==> src/rtl/ifu_fetch_if.sv <==
// ---------------------------------------------------------------------------
// ifu_fetch_if
// Bus bundle between the instruction fetch unit, the instruction memory port
// and the downstream instruction fifo.
//   imem_req_valid/ready/addr : fetch request handshake (fetch unit -> memory)
//   imem_rsp_valid/data/err   : in-order fetch responses (memory -> fetch unit)
//   fifo_full/wr_en/din       : push port into the instruction fifo,
//                               din = {err, pc, inst}
// master modport = fetch unit side, slave modport = memory/fifo side.
// ---------------------------------------------------------------------------
interface ifu_fetch_if #(
   parameter int ADDR_WIDTH = 32,
   parameter int INST_WIDTH = 32
);
   logic                             imem_req_valid;
   logic                             imem_req_ready;
   logic [ADDR_WIDTH-1:0]            imem_req_addr;
   logic                             imem_rsp_valid;
   logic [INST_WIDTH-1:0]            imem_rsp_data;
   logic                             imem_rsp_err;
   logic                             fifo_full;
   logic                             fifo_wr_en;
   logic [ADDR_WIDTH+INST_WIDTH:0]   fifo_din;

   modport master (
      output imem_req_valid, imem_req_addr, fifo_wr_en, fifo_din,
      input  imem_req_ready, imem_rsp_valid, imem_rsp_data, imem_rsp_err, fifo_full
   );

   modport slave (
      input  imem_req_valid, imem_req_addr, fifo_wr_en, fifo_din,
      output imem_req_ready, imem_rsp_valid, imem_rsp_data, imem_rsp_err, fifo_full
   );
endinterface

==> src/rtl/ifu_fetch.sv <==
// ---------------------------------------------------------------------------
// ifu_fetch
// Instruction fetch front-end: generates sequential word-aligned PCs, issues
// requests to the instruction memory, pairs each in-order response with its
// PC and pushes {err, pc, inst} into the downstream instruction fifo.
// A redirect restarts fetch at a new PC and discards every response that
// belongs to a request issued before it.
// Ports:
//   clk, rst     : clock (rising edge), asynchronous active-high reset
//   fetch_en     : allows new requests; in-flight traffic always completes
//   redirect     : one-cycle pulse, restart fetch at redirect_pc (bits [1:0]
//                  ignored)
//   bus (master) : memory request/response and fifo push signals
// ---------------------------------------------------------------------------
module ifu_fetch #(
   parameter int                    ADDR_WIDTH = 32,
   parameter int                    INST_WIDTH = 32,
   parameter logic [ADDR_WIDTH-1:0] RESET_PC   = ADDR_WIDTH'(32'h8000_0000),
   parameter int                    MAX_OUT    = 2
) (
   input  logic                  clk,
   input  logic                  rst,
   input  logic                  fetch_en,
   input  logic                  redirect,
   input  logic [ADDR_WIDTH-1:0] redirect_pc,
   ifu_fetch_if.master           bus
);

   localparam int         FW       = 1 + ADDR_WIDTH + INST_WIDTH;
   localparam logic [2:0] MAX_C    = 3'(MAX_OUT);
   localparam logic [1:0] PTR_LAST = 2'(MAX_OUT - 1);

   typedef enum logic [0:0] {
      IDLE = 1'b0,
      REQ  = 1'b1
   } state_t;

   // Circular pointer advance over the MAX_OUT used slots.
   function automatic logic [1:0] ptr_inc(input logic [1:0] p);
      if (p == PTR_LAST) begin
         ptr_inc = 2'd0;
      end else begin
         ptr_inc = p + 2'd1;
      end
   endfunction

   state_t                state_r;
   logic                  req_valid_r;
   logic [ADDR_WIDTH-1:0] addr_r;
   logic [ADDR_WIDTH-1:0] pc_r;
   logic [2:0]            out_cnt_r;
   logic [2:0]            buf_cnt_r;
   logic [2:0]            drop_cnt_r;
   logic                  pend_stale_r;

   // pc of every accepted request, popped by its response
   logic [ADDR_WIDTH-1:0] tag_q_r [4];
   logic [1:0]            tag_wr_r;
   logic [1:0]            tag_rd_r;

   // live responses waiting for room in the downstream fifo
   logic [FW-1:0]         buf_q_r [4];
   logic [1:0]            buf_wr_r;
   logic [1:0]            buf_rd_r;

   logic                  acc_s;
   logic                  rsp_take_s;
   logic                  rsp_live_s;
   logic                  drop_hit_s;
   logic                  push_s;
   logic                  issue_ok_s;
   logic [2:0]            out_nx_s;
   logic [2:0]            buf_nx_s;
   logic [2:0]            drop_nx_s;
   logic                  pend_nx_s;
   logic [ADDR_WIDTH-1:0] pc_nx_s;

   assign acc_s      = req_valid_r & bus.imem_req_ready;
   // A response with nothing outstanding can only be left over from before
   // reset and is ignored.
   assign rsp_take_s = bus.imem_rsp_valid & (out_cnt_r != 3'd0);
   assign drop_hit_s = rsp_take_s & (drop_cnt_r != 3'd0);
   assign rsp_live_s = rsp_take_s & (drop_cnt_r == 3'd0) & ~redirect;
   assign push_s     = (buf_cnt_r != 3'd0) & ~bus.fifo_full & ~redirect;
   // Counting this cycle's accept keeps out_cnt+buf_cnt <= MAX_OUT even when
   // the next request is chained back-to-back.
   assign issue_ok_s = fetch_en & ~redirect &
                       ((out_cnt_r + buf_cnt_r + {2'b00, acc_s}) < MAX_C);
   assign out_nx_s   = out_cnt_r + {2'b00, acc_s} - {2'b00, rsp_take_s};
   assign buf_nx_s   = redirect ? 3'd0
                                : (buf_cnt_r + {2'b00, rsp_live_s} - {2'b00, push_s});

   assign bus.imem_req_valid = req_valid_r;
   assign bus.imem_req_addr  = addr_r;
   assign bus.fifo_wr_en     = push_s;
   assign bus.fifo_din       = buf_q_r[buf_rd_r];

   // Next pc and stale-response bookkeeping.
   always_comb begin
      pc_nx_s   = pc_r;
      drop_nx_s = drop_cnt_r;
      pend_nx_s = pend_stale_r;
      if (redirect) begin
         pc_nx_s   = redirect_pc & ~ADDR_WIDTH'(32'd3);
         // everything in flight after this cycle's accept/response is stale
         drop_nx_s = out_nx_s;
         pend_nx_s = req_valid_r & ~acc_s;
      end else begin
         // a stale pending request carries the old address, so its accept
         // must not advance the already-redirected pc
         if (acc_s && !pend_stale_r) begin
            pc_nx_s = pc_r + ADDR_WIDTH'(32'd4);
         end else begin
            pc_nx_s = pc_r;
         end
         drop_nx_s = drop_cnt_r - {2'b00, drop_hit_s} + {2'b00, acc_s & pend_stale_r};
         pend_nx_s = pend_stale_r & ~acc_s;
      end
   end

   // Request FSM: holds address/valid stable until accepted.
   always_ff @(posedge clk or posedge rst) begin
      if (rst) begin
         state_r     <= IDLE;
         req_valid_r <= 1'b0;
         addr_r      <= RESET_PC;
         pc_r        <= RESET_PC;
      end else begin
         pc_r <= pc_nx_s;
         case (state_r)
            IDLE: begin
               if (issue_ok_s) begin
                  state_r     <= REQ;
                  req_valid_r <= 1'b1;
                  addr_r      <= pc_r;
               end
            end
            REQ: begin
               if (acc_s) begin
                  if (issue_ok_s) begin
                     addr_r <= pc_nx_s;
                  end else begin
                     state_r     <= IDLE;
                     req_valid_r <= 1'b0;
                  end
               end
            end
            default: begin
               state_r     <= IDLE;
               req_valid_r <= 1'b0;
            end
         endcase
      end
   end

   // Outstanding, buffered and to-be-dropped response counters.
   always_ff @(posedge clk or posedge rst) begin
      if (rst) begin
         out_cnt_r    <= 3'd0;
         buf_cnt_r    <= 3'd0;
         drop_cnt_r   <= 3'd0;
         pend_stale_r <= 1'b0;
      end else begin
         out_cnt_r    <= out_nx_s;
         buf_cnt_r    <= buf_nx_s;
         drop_cnt_r   <= drop_nx_s;
         pend_stale_r <= pend_nx_s;
      end
   end

   // Request pc tag queue and response buffer storage.
   always_ff @(posedge clk or posedge rst) begin
      if (rst) begin
         for (int i = 0; i < 4; i++) begin
            tag_q_r[i] <= {ADDR_WIDTH{1'b0}};
            buf_q_r[i] <= {FW{1'b0}};
         end
         tag_wr_r <= 2'd0;
         tag_rd_r <= 2'd0;
         buf_wr_r <= 2'd0;
         buf_rd_r <= 2'd0;
      end else begin
         if (acc_s) begin
            tag_q_r[tag_wr_r] <= addr_r;
            tag_wr_r          <= ptr_inc(tag_wr_r);
         end
         if (rsp_take_s) begin
            tag_rd_r <= ptr_inc(tag_rd_r);
         end
         if (redirect) begin
            buf_wr_r <= 2'd0;
            buf_rd_r <= 2'd0;
         end else begin
            if (rsp_live_s) begin
               buf_q_r[buf_wr_r] <= {bus.imem_rsp_err, tag_q_r[tag_rd_r], bus.imem_rsp_data};
               buf_wr_r          <= ptr_inc(buf_wr_r);
            end
            if (push_s) begin
               buf_rd_r <= ptr_inc(buf_rd_r);
            end
         end
      end
   end

endmodule

==> src/flat_wrapper.sv <==
// flat-port wrapper written by rule: the top's interface ports become plain ports
module ifu_fetch_flat 
#(
   parameter int                    ADDR_WIDTH = 32,
   parameter int                    INST_WIDTH = 32,
   parameter logic [ADDR_WIDTH-1:0] RESET_PC   = ADDR_WIDTH'(32'h8000_0000),
   parameter int                    MAX_OUT    = 2
)
  (clk, rst, fetch_en, redirect, redirect_pc, bus_imem_req_valid, bus_imem_req_addr, bus_fifo_wr_en, bus_fifo_din, bus_imem_req_ready, bus_imem_rsp_valid, bus_imem_rsp_data, bus_imem_rsp_err, bus_fifo_full);
  ifu_fetch_if #(.ADDR_WIDTH(ADDR_WIDTH), .INST_WIDTH(INST_WIDTH)) bus_i ();
  input  logic clk;
  input  logic rst;
  input  logic fetch_en;
  input  logic redirect;
  input  logic [ADDR_WIDTH-1:0] redirect_pc;
  output wire logic [$bits(bus_i.imem_req_valid)-1:0] bus_imem_req_valid;
  output wire logic [$bits(bus_i.imem_req_addr)-1:0] bus_imem_req_addr;
  output wire logic [$bits(bus_i.fifo_wr_en)-1:0] bus_fifo_wr_en;
  output wire logic [$bits(bus_i.fifo_din)-1:0] bus_fifo_din;
  input wire logic [$bits(bus_i.imem_req_ready)-1:0] bus_imem_req_ready;
  input wire logic [$bits(bus_i.imem_rsp_valid)-1:0] bus_imem_rsp_valid;
  input wire logic [$bits(bus_i.imem_rsp_data)-1:0] bus_imem_rsp_data;
  input wire logic [$bits(bus_i.imem_rsp_err)-1:0] bus_imem_rsp_err;
  input wire logic [$bits(bus_i.fifo_full)-1:0] bus_fifo_full;
  assign bus_imem_req_valid = bus_i.imem_req_valid;
  assign bus_imem_req_addr = bus_i.imem_req_addr;
  assign bus_fifo_wr_en = bus_i.fifo_wr_en;
  assign bus_fifo_din = bus_i.fifo_din;
  assign bus_i.imem_req_ready = bus_imem_req_ready;
  assign bus_i.imem_rsp_valid = bus_imem_rsp_valid;
  assign bus_i.imem_rsp_data = bus_imem_rsp_data;
  assign bus_i.imem_rsp_err = bus_imem_rsp_err;
  assign bus_i.fifo_full = bus_fifo_full;
  ifu_fetch #(.ADDR_WIDTH(ADDR_WIDTH), .INST_WIDTH(INST_WIDTH), .RESET_PC(RESET_PC), .MAX_OUT(MAX_OUT)) u_core (.clk(clk), .rst(rst), .fetch_en(fetch_en), .redirect(redirect), .redirect_pc(redirect_pc), .bus(bus_i));
endmodule
==> config.mk <==
export PLATFORM = sky130hd
export DESIGN_NAME = ifu_fetch_flat
export DESIGN_NICKNAME = d
export VERILOG_FILES = /design/src/rtl/ifu_fetch_if.sv /design/src/rtl/ifu_fetch.sv /design/src/flat_wrapper.sv
export SDC_FILE = /design/constraint.sdc
export NUM_CORES = 1
export LEC_CHECK = 0
export ABC_AREA = 1
export CORE_ASPECT_RATIO = 0.7
export CORE_MARGIN = 4
export CORE_UTILIZATION = 35
export CTS_BUF_LIST = sky130_fd_sc_hd__clkbuf_8
export CTS_CLUSTER_SIZE = 20
export DETAILED_ROUTE_END_ITERATION = 8
export GPL_ROUTABILITY_DRIVEN = 0
export PLACE_DENSITY_LB_ADDON = 0.05
export SLEW_MARGIN = 0
export SYNTH_ARGS = -nofsm -noshare
export SYNTH_HDL_FRONTEND = slang
export SYNTH_SLANG_ARGS = --single-unit
==> constraint.sdc <==
create_clock -name clk -period 36.9 [get_ports clk]
set_input_delay 5.535 -clock clk [delete_from_list [all_inputs] [get_ports clk]]
set_output_delay 5.535 -clock clk [all_outputs]
set_load 0.02 [all_outputs]
-- After elaboration in Yosys (flattened, before gate mapping)
Cells that the tools add are included.
- register bits after elaboration: 472
- bits in latches: 0
- bits in writable memories: 0
- ROM bits: 0
- input port bits: 72
- output and inout port bits: 99
- logic and storage cells: 117
- memories kept: 0
- add/subtract/negate cells: 13
- multiply operators: 0
- divide/modulo/power cells: 0
- $lt $le $gt $ge: 7
- eq/ne operators: 8
- shift operators: 0
- muxes and demuxes: 36
- bitwise logic cells: 20
- reduce and logical (&&, ||, !) cells: 13
- operators by type and width (operator ; number):
    $bwmux W260 ; 1
    $mux W32 ; 8
    $mux W65 ; 3
    $bmux W65 S2 ; 1
    $demux W65 S2 ; 1
    $bwmux W128 ; 1
    $bmux W32 S2 ; 1
    $demux W32 S2 ; 1
    $pmux W32 S2 ; 1
    $add A32 B3 Y32 const B ; 1
    $mux W2 ; 8
    $add A3 B1 Y3 ; 4
    $and A1 B1 Y1 ; 12
    $ge A3 B3 Y1 const B ; 4
    $not A2 Y3 ; 4
    $reduce_bool A3 Y1 ; 3
    $sub A3 B1 Y3 ; 3
    $add A2 B1 Y2 const B ; 4
    $eq A2 B1 Y1 const B ; 4
    $lt A3 B1 Y1 const B ; 2
    $mux W1 ; 6
    $mux W3 ; 2
    $ne A2 B2 Y1 const B ; 3
    $reduce_and A3 Y1 ; 2
    10 further kinds ; 17

-- Depth between registers and ports, before layout
- depth after elaboration: 7
- depth in mapped cells: 11
- depth with buffers taken out: 11

-- Worst setup path after synthesis
Ideal clock, no wire load.
- path kind: input to output
- start: input redirect
- end: output bus_fifo_wr_en
- arrival time: 6426 ps
- required time: 31365 ps
- path slack: 24939 ps
- stages: 4
- buffers on the path: 3
- path through: buf_2 > clkbuf_1 > buf_1 > nor2_1
- longest elaborated chain between the ends: 2
- RTL lines (item ; RTL line ; RTL):
    start, declared ; flat_wrapper.sv:14 ; input logic redirect;
    $not A1 Y1 (no line) ; - ;
    $and A1 B1 Y1 ; ifu_fetch.sv:84 ; assign push_s = (buf_cnt_r != 3'd0) & ~bus.fifo_full & ~redirect;
    end, declared ; flat_wrapper.sv:18 ; output wire logic [$bits(bus_i.fifo_wr_en)-1:0] bus_fifo_wr_en;
No other way between the ends.

-- Worst setup path in the final report
Ends and elaborated chain as after synthesis.

==> flow_summary_export.csv <==
group,metric,value,unit
clock_network,clockBufferDepth,3,
route,drt_iter0_drc,1333,
setup_path,path_max_fanout,43,
cells_and_area,syn_to_final_growth,16.9,%
cells_and_area,fin_util,41.3,%
floorplan,die_h,216,um
floorplan,dieArea,66100,sq um
clock_network,holdBufCountCts,0,
timing,slew_headroom,32.5,%
logic_synthesis,syn_area,21700,sq um
clock_network,root_buffer,"clkbuf_8",
clock_network,cts_buffers,80,
clock_network,h-tree-depth,3,
cells_and_area,nFillCells,6253,
logic_synthesis,synth-edff-count,0,
clock_network,cts_resized,0,
setup_path,r2r-start,"u_core.out_cnt_r[1]$_DFF_PP0_",
timing,whs,475,ps
route,ant_nets,0,
clock_network,post_cts_buffers,0,
floorplan,core-area,61400,sq um
route,first_pass_iters,5,
timing,min_period,12450,ps
grt,grt_max_degree,164,
logic_synthesis,yosys-top-cells-area,"dfrtp_1 (54%), nand2_1 (9.1%), o21ai_0 (7.3%), nor2_1 (4.5%), o21ai_1 (4.4%)",
timing,finalCritPeriodShare,33.7,%
floorplan,start_util,35.3,%
timing,rsz0062_at_grt,"no",
grt,grt_pass1_vias,17000,
job,maxCapViolations,0,
setup_path,required,31360,ps
logic_synthesis,ys_seq_elements,472,
logic_synthesis,syn-num-nets,2577,
setup_path,arrival,6910,ps
logic_synthesis,postSynth.asyncResetShare,100,%
power,p_per_area,66.1,nW/um^2
grt,grt_antenna_before_repair,0,
power,ir_drop,0.0347,mV
timing,hold_violations,0,
floorplan,die_w,306,um
setup_path,critPathLaunchType,"input port",
logic_synthesis,synthFlopType,"dfrtp_1",
clock_network,cts_sinks,472,
route,totalWireLength,62.5,mm
placed_design,pre_cts_slack,24400,ps
placed_design,hpwlAfterDp,37.9,mm
logic_synthesis,synthTopCellsByCount,"nand2_1 (527), dfrtp_1 (470), o21ai_0 (315)",
logic_synthesis,synth_warnings,0,
power,leakage,11.7,nW
placed_design,io_buffers,168,
timing,fmax,80.3,MHz
route,routedWlPerCell,17.9,um
logic_synthesis,netlist.area_leader.share,54.2,%
timing,slew_viol_final,0,
cells_and_area,seqCellArea,11800,sq um
min_path,hold_class,"reg2reg",
cells_and_area,stdcell_count,3485,
grt,grt_first_pass_wirelength,99.9,mm
setup_path,endpoint_kind,"output port",
logic_synthesis,synth.largest_area_cell,"dfrtp_1",
grt,grt_usage,18.9,%
route,drc,0,
logic_synthesis,synth_area_per_cell,8.71,sq um
logic_synthesis,ys_types,46,
timing,setup_slack,24450,ps
setup_path,startpoint,"redirect",
route,vias,17400,
setup_path,critical_path_class,"in2out",
min_path,worstHoldStart,"u_core.buf_q_r[148]$_DFFE_PP0P_",
timing,setup_viol,0,
clock_network,clk_latency,670,ps
timing,worst_clock_skew,32.2,ps
grt,overflow,0,
cells_and_area,drive_above_1_share,10.6,%
clock_network,cts_tree,"done",
timing,setup_tns,0,ps
placed_design,place_inst,3340,
clock_network,clk_pin_slew,60,ps
cells_and_area,antenna_cells,0,
cells_and_area,fin_nets,2687,
floorplan,fp-row-count,76,
floorplan,ios,171,
logic_synthesis,syn_inst,2493,
timing,worst_slew_pin_slew,1010,ps
logic_synthesis,yosysSeqAreaShare,54.4,%
logic_synthesis,synth.most_common_cell,"nand2_1",
route,routed_via_density,4.99,
cells_and_area,multiInputGateArea,8360,sq um
outcome,outcome,"complete, no violations",
-- per-layer routing --
metal,GRT usage (%),vias up,share of wire [%]
met5,0,-,0
met4,4.61,0,1.7
met3,3.51,78,4.4
met2,27.9,368,43
met1,28.8,8427,51
li1,-,8518,-
-- through the flow --
stage,instance area [sq um],power [W]
global route,25400,0.00179
finish,25400,0.00168
global placement,23700,0.00121
floorplan,21700,0.000981
CTS,25400,0.00171
detailed placement,23700,0.00121
-- cells by family after synthesis --
kind of cell | Yosys count | synth area share, %
AND/OR/NAND/NOR | 895 | 16.9
AO/OA/AOI/OAI | 773 | 20.2
flip-flops | 472 | 54.4
buffers and inverters | 331 | 7.26
adder cells (fa/ha/maj) | 12 | 0.830
XOR/XNOR | 10 | 0.404
-- critical path, stage by stage --
cell,delay (ps)
buf_2,620
nor2_1,160
clkdlybuf4s50_1,580
-- final cells by class --
class / instances / area share [%]
Clock inverter: 39 / 0.823
Multi-Input combinational cell: 1690 / 32.9
Tap cell: 819 / 4.04
Inverter: 167 / 2.52
Clock buffer: 106 / 5.75
Timing Repair Buffer: 192 / 7.37
Sequential cell: 472 / 46.6
-- power breakdown --
| part | switching (W) | total (W) | internal [W] |
|---|---|---|---|
| clock | 0.000222 | 0.000486 | 0.000264 |
| sequential | 0.0000478 | 0.000635 | 0.000587 |
| combinational | 0.000343 | 0.000558 | 0.000215 |
| total | 0.000612 | 0.00168 | 0.00107 |
-- registers in the layout (all words and copies together), names as in the netlist --
signal	count
u_core.buf_wr_r	2
u_core.buf_q_r	260
u_core.pc_r	32
u_core.out_cnt_r	3
u_core.tag_wr_r	2
u_core.pend_stale_r	1
u_core.buf_cnt_r	3
u_core.drop_cnt_r	3
u_core.bus.imem_req_addr	32
u_core.state_r	1
u_core.bus.imem_req_valid	1
u_core.tag_rd_r	2
u_core.tag_q_r	128
u_core.buf_rd_r	2
-- path summary, 6_finish.rpt --
| check | slack, ps | endpoint | cells past startpoint |
|---|---|---|---|
| worst max-delay path | 24450 | bus_fifo_wr_en | 3 |
| worst max register to register | 33860 | u_core.buf_q_r[241]$_DFFE_PP0P_ | 11 |
| worst min-delay path | 480 | u_core.buf_q_r[148]$_DFFE_PP0P_ | 2 |
| worst min register to register | 480 | u_core.buf_q_r[148]$_DFFE_PP0P_ | 2 |
| min in group asynchronous | 5430 | u_core.buf_q_r[180]$_DFFE_PP0P_ | 2 |
| max in group asynchronous | 29100 | u_core.tag_rd_r[0]$_DFFE_PP0P_ | 4 |
-- placed cells by master (no fill, tap or decap), types with 3 or more instances in the layout --
cell             instances
a21boi_1                 4
a21oi_1                 62
buf_4                   23
clkbuf_8               106
clkdlybuf4s50_1        167
clkinv_2                 6
clkinvlp_4               3
dfrtp_1                467
fa_1                     4
ha_1                     8
inv_1                  183
inv_2                    7
nand2_1                525
nand2_2                  5
nand3_1                 58
nand3_2                  6
nand3_4                  6
nand4_1                 10
nor2_1                 261
nor2_2                   5
nor2_4                   8
nor3_1                   3
o21ai_0                315
o21ai_1                192
o21ai_2                 86
o21bai_1                 3
o22ai_1                102
xor2_1                   8
Power figures use the tool's default switching activity.
